[config.mk]
export PLATFORM = sky130hd
export DESIGN_NAME = serial_adder_ctrl
export DESIGN_NICKNAME = d
export VERILOG_FILES = /design/src/rtl/serial_adder_pkg.sv /design/src/rtl/bit_adder_cell.sv /design/src/rtl/serial_adder_ctrl.sv
export SDC_FILE = /design/constraint.sdc
export NUM_CORES = 1
export LEC_CHECK = 0
export BUFFER_PORTS_ARGS = -buffer_cell sky130_fd_sc_hd__buf_2
export CAP_MARGIN = 20
export CELL_PAD_IN_SITES_DETAIL_PLACEMENT = 0
export CELL_PAD_IN_SITES_GLOBAL_PLACEMENT = 1
export CORE_MARGIN = 5
export CORE_UTILIZATION = 45
export CTS_BUF_LIST = sky130_fd_sc_hd__clkbuf_16
export DETAILED_ROUTE_END_ITERATION = 8
export PLACE_DENSITY = 0.79
export SETUP_SLACK_MARGIN = 0.4
export SLEW_MARGIN = 20
export SYNTH_ARGS = -nofsm -noshare
export SYNTH_HDL_FRONTEND = slang
export SYNTH_HIERARCHICAL = 1
export SYNTH_SLANG_ARGS = --single-unit
[constraint.sdc]
create_clock -name clk -period 2.35 [get_ports clk]
set_input_delay 0.5875 -clock clk [delete_from_list [all_inputs] [get_ports clk]]
set_output_delay 0.5875 -clock clk [all_outputs]
set_load 0.1 [all_outputs]
[src/rtl/serial_adder_pkg.sv]
// Shared types for the bit-serial adder controller: FSM state encoding and
// the counter-width helper.
package serial_adder_pkg;

  typedef enum logic [1:0] {
    IDLE = 2'd0,
    RUN  = 2'd1,
    DONE = 2'd2
  } state_e;

  // Bit counter is loaded with WIDTH-1 and counts down to 0, never wrapping.
  function automatic int cnt_w(input int width);
    return (width < 2) ? 1 : $clog2(width);
  endfunction

endpackage

[src/rtl/bit_adder_cell.sv]
// One-bit combinational full adder slice, driven once per cycle by the
// serial controller.
module bit_adder_cell (
  input  logic a,
  input  logic b,
  input  logic cin,
  output logic s,
  output logic cout
);

  assign s    = a ^ b ^ cin;
  assign cout = (a & b) | (cin & (a ^ b));

endmodule

[src/rtl/serial_adder_ctrl.sv]
// Bit-serial add controller: one full-adder slice iterated LSB-first over WIDTH
// cycles. Define SERIAL_ADDER_SUB_EN to add the sub port (A - B via ~B + 1).
module serial_adder_ctrl
  import serial_adder_pkg::*;
#(
  parameter int WIDTH = 8
) (
  input  logic             clk,
  input  logic             rst_n,
  input  logic             start,
  input  logic [WIDTH-1:0] op_a,
  input  logic [WIDTH-1:0] op_b,
  input  logic             carry_in,
`ifdef SERIAL_ADDER_SUB_EN
  input  logic             sub,
`endif
  output logic             ready,
  output logic             busy,
  output logic             done,
  output logic [WIDTH-1:0] sum,
  output logic             carry_out
);

  localparam int CW = cnt_w(WIDTH);

  state_e           state, state_nxt;
  logic [WIDTH-1:0] a_sr, b_sr, res_sr;
  logic [CW-1:0]    cnt;
  logic             cy;
  logic             s_bit, c_bit;
  logic [WIDTH-1:0] b_load;
  logic             c_load;
  logic [WIDTH-1:0] res_nxt;

`ifdef SERIAL_ADDER_SUB_EN
  // Subtract as A + ~B + 1; carry_out=1 then means no borrow.
  assign b_load = sub ? ~op_b : op_b;
  assign c_load = sub ? 1'b1 : carry_in;
`else
  assign b_load = op_b;
  assign c_load = carry_in;
`endif

  bit_adder_cell u_cell (
    .a    (a_sr[0]),
    .b    (b_sr[0]),
    .cin  (cy),
    .s    (s_bit),
    .cout (c_bit)
  );

  assign res_nxt = {s_bit, res_sr[WIDTH-1:1]};

  always_ff @(posedge clk or negedge rst_n) begin
    if (!rst_n) state <= IDLE;
    else        state <= state_nxt;
  end

  always_comb begin
    state_nxt = state;
    case (state)
      IDLE:    if (start) state_nxt = RUN;
      RUN:     if (cnt == '0) state_nxt = DONE;
      DONE:    state_nxt = IDLE;
      default: state_nxt = IDLE;
    endcase
  end

  always_ff @(posedge clk or negedge rst_n) begin
    if (!rst_n) begin
      a_sr      <= '0;
      b_sr      <= '0;
      res_sr    <= '0;
      cnt       <= '0;
      cy        <= 1'b0;
      sum       <= '0;
      carry_out <= 1'b0;
    end else begin
      case (state)
        IDLE: begin
          if (start) begin
            a_sr <= op_a;
            b_sr <= b_load;
            cy   <= c_load;
            cnt  <= CW'(WIDTH - 1);
          end
        end
        RUN: begin
          a_sr   <= a_sr >> 1;
          b_sr   <= b_sr >> 1;
          res_sr <= res_nxt;
          cy     <= c_bit;
          // Last bit: publish the whole result; outputs hold until the next one.
          if (cnt == '0) begin
            sum       <= res_nxt;
            carry_out <= c_bit;
          end else begin
            cnt <= cnt - 1'b1;
          end
        end
        default: ;
      endcase
    end
  end

  assign ready = (state == IDLE);
  assign busy  = (state == RUN) || (state == DONE);
  assign done  = (state == DONE);

endmodule

==> impl_metrics.toml <==
[detailed_routing]
viasPerCell = 5.12
met3WireLength_um = 166
vias = 1203
wl_per_cell_um = 13.6
routed_wl_mm = 3.20
m1WireLength_mm = 1.40
routed.top_layer = "met4"
first_iter_violations = 44
firstDrtPassIters = 4
antenna_left = 0
drc = 0
wl_met2_mm = 1.57

[floorplan]
core_um2 = 4000
die_h_um = 74.1
initial_core_util_pct = 46.2
io_pins = 32
num_rows = 23
die_w_um = 74.1
die_area_um2 = 5480

[grt]
grt_usage_pct = 13.3
gr-total-overflow = 0
grt_pass1_wl_mm = 5.49
antenna_found_initial = 0
grt_pass1_vias = 1246
grt_max_degree = 39

[synth]
synth_most_common_cell = "dfrtp_1"
synthCells = 150
avgSynthCellArea_um2 = 12.3
synth-async-reset-ratio_pct = 100
synth_top_area_share_pct = 51.5
ys_dominant_reg_cell = "dfrtp_1"
yosys.area.top_type = "dfrtp_1"
ys_top_cells_by_count = "38 x dfrtp_1, 17 x nand2_1, 17 x o21ai_0"
synthesis.nets = 178
synth_edf_count = 0
netlist_area_um2 = 1850
synth_area_leaders = "dfrtp_1 51%, mux2i_1 8.1%, mux2_2 6.7%"
ys_seq_area_share_pct = 51.5
yosys_warnings = 6
ys_ff_latch = 38
synth_cell_types = 28

[timing]
slew-limit-headroom_pct = 44.9
fmax_mhz = 526
tightest_slew_ns = 0.827
setup_viol = 0
hold_violations = 0
finalClockSkew_ns = 0.00443
fin_crit_sh_pct = 80.8
whs_ns = 0.416
fin_setup_tns_ns = 0
rsz0062_at_grt = "true"
period_minus_slack_ns = 1.90
drv_slew = 0

[status]
outcome = "completed"

[critical_path]
startpoint = "state[1]"
startpoint_type = "flip-flop"
crit_chain = "inv_1 -> ha_2 -> buf_8"
reg2reg_from = "state[1]"
worstSetupPathType = "reg -> out"
critPathMaxFanout = 6
cp_slowest_cell = "dfrtp_1"
critical_path_required_ns = 1.76
cpPeakStageDelay_ns = 0.39
crit_arrival_ns = 1.31
worst_setup_path_end_kind = "output port"

[min_path]
worstHoldPathType = "in -> async"

[clocking]
clock-root-buffer = "clkbuf_16"
clock_sinks = 38
cts_setup_buffers = 0
ctsHoldBuffers = 0
clkTransAtPathRegs_ns = 0.05
numCtsBuffers = 5
h-tree-depth = 2
cts_buffer_depth = 2
clk_latency_ns = 0.27
cts_tree = "done"

[flow_run]
cap_violations = 0

[placement]
routabilityCongestion = 0.813
port_buffers = 31
place_hpwl_mm = 2.36

[finish]
fin_util_pct = 55.2
drive_above_1_share_pct = 34.6
diodes = 0
area.growth.synth_to_final_pct = 19.6
nNetsFinal = 212
fill_cells = 346
==> sequential cells by signal, indices dropped and copies added (netlist names) <==
signal     flops
state          2
sum            8
cy             1
res_sr         7
b_sr           8
cnt            3
a_sr           8
carry_out      1
==> area by class of cell <==
| type | count | area [um2] | area share, % |
|---|---|---|---|
| flip-flops and latches | 38 | 951 | 43.1 |
| multi-input cells | 99 | 810 | 36.7 |
| repair buffers | 34 | 200 | 9.07 |
| clock buffers | 5 | 125 | 5.67 |
| well taps | 50 | 62.6 | 2.83 |
| clock inverters | 3 | 37.5 | 1.70 |
| inverters | 6 | 22.5 | 1.02 |
==> worst paths after layout <==
check	end	slack, ns	depth (start not counted)
min in group clk	a_sr[6]	0.48	2
hold / removal	carry_out	0.42	1
setup / recovery	ready	0.45	3
hold reg to reg	a_sr[6]	0.48	2
setup reg to reg	sum[0]	0.63	4
max in group asynchronous	res_sr[4]	1.41	1
==> critical path, delay by kind of cell, from the launching register on <==
kind                     cells  cell delay (ns)
flip-flops                   1             0.39
adder cells (fa/ha/maj)      1             0.29
buffers and inverters        2             0.36
==> per-layer routing <==
metal,track usage (%),vias up
met3,3.65,7
met4,6.84,0
met1,15.0,574
met5,0,-
li1,-,593
met2,22.8,29
==> metrics by stage <==
stage | instances | setup slack [ns] | area (um2)
2_1_floorplan | 150 | 0.460 | 1850
3_3_place_gp | 227 | 0.591 | 2020
3_5_place_dp | 227 | 0.527 | 2020
4_1_cts | 235 | 0.362 | 2200
5_1_grt | 235 | 0.372 | 2210
6_report | 235 | 0.450 | 2210
==> cell usage in the layout, fill, tap and decap left out, types with 2 or more instances in the layout <==
cell type | netlist | routed
dfrtp_1 | 38 | 38
buf_2 | 2 | 28
nand2_1 | 17 | 17
o21ai_0 | 17 | 17
mux2i_1 | 15 | 15
mux2_2 | 11 | 11
inv_1 | 6 | 8
mux2_4 | 7 | 7
ha_1 | 7 | 6
clkbuf_16 | 0 | 5
buf_4 | 0 | 4
o21ai_2 | 3 | 3
nand2b_1 | 3 | 3
nand3_1 | 2 | 2
a21oi_1 | 2 | 2
nor2_1 | 2 | 2
buf_8 | 0 | 2
==> timing repair <==
action / CTS / global route
hold endpoints to repair: 0 / 0
pin swaps: 0 / 0
resized for setup: 4 / 3
endpoints found under the setup margin: 3 / 2
==> cells by family after synthesis <==
kind of cell | share of synthesized area (%)
muxes | 21.3
buffers and inverters | 4.81
and+or+nand+nor | 7.93
DFF | 51.5
adders and majority gates | 5.83
AOI/OAI and AO/OA | 8.67
Power is not shown: default switching activity piles up to over one toggle a cycle in this logic, so the estimate is an artifact.
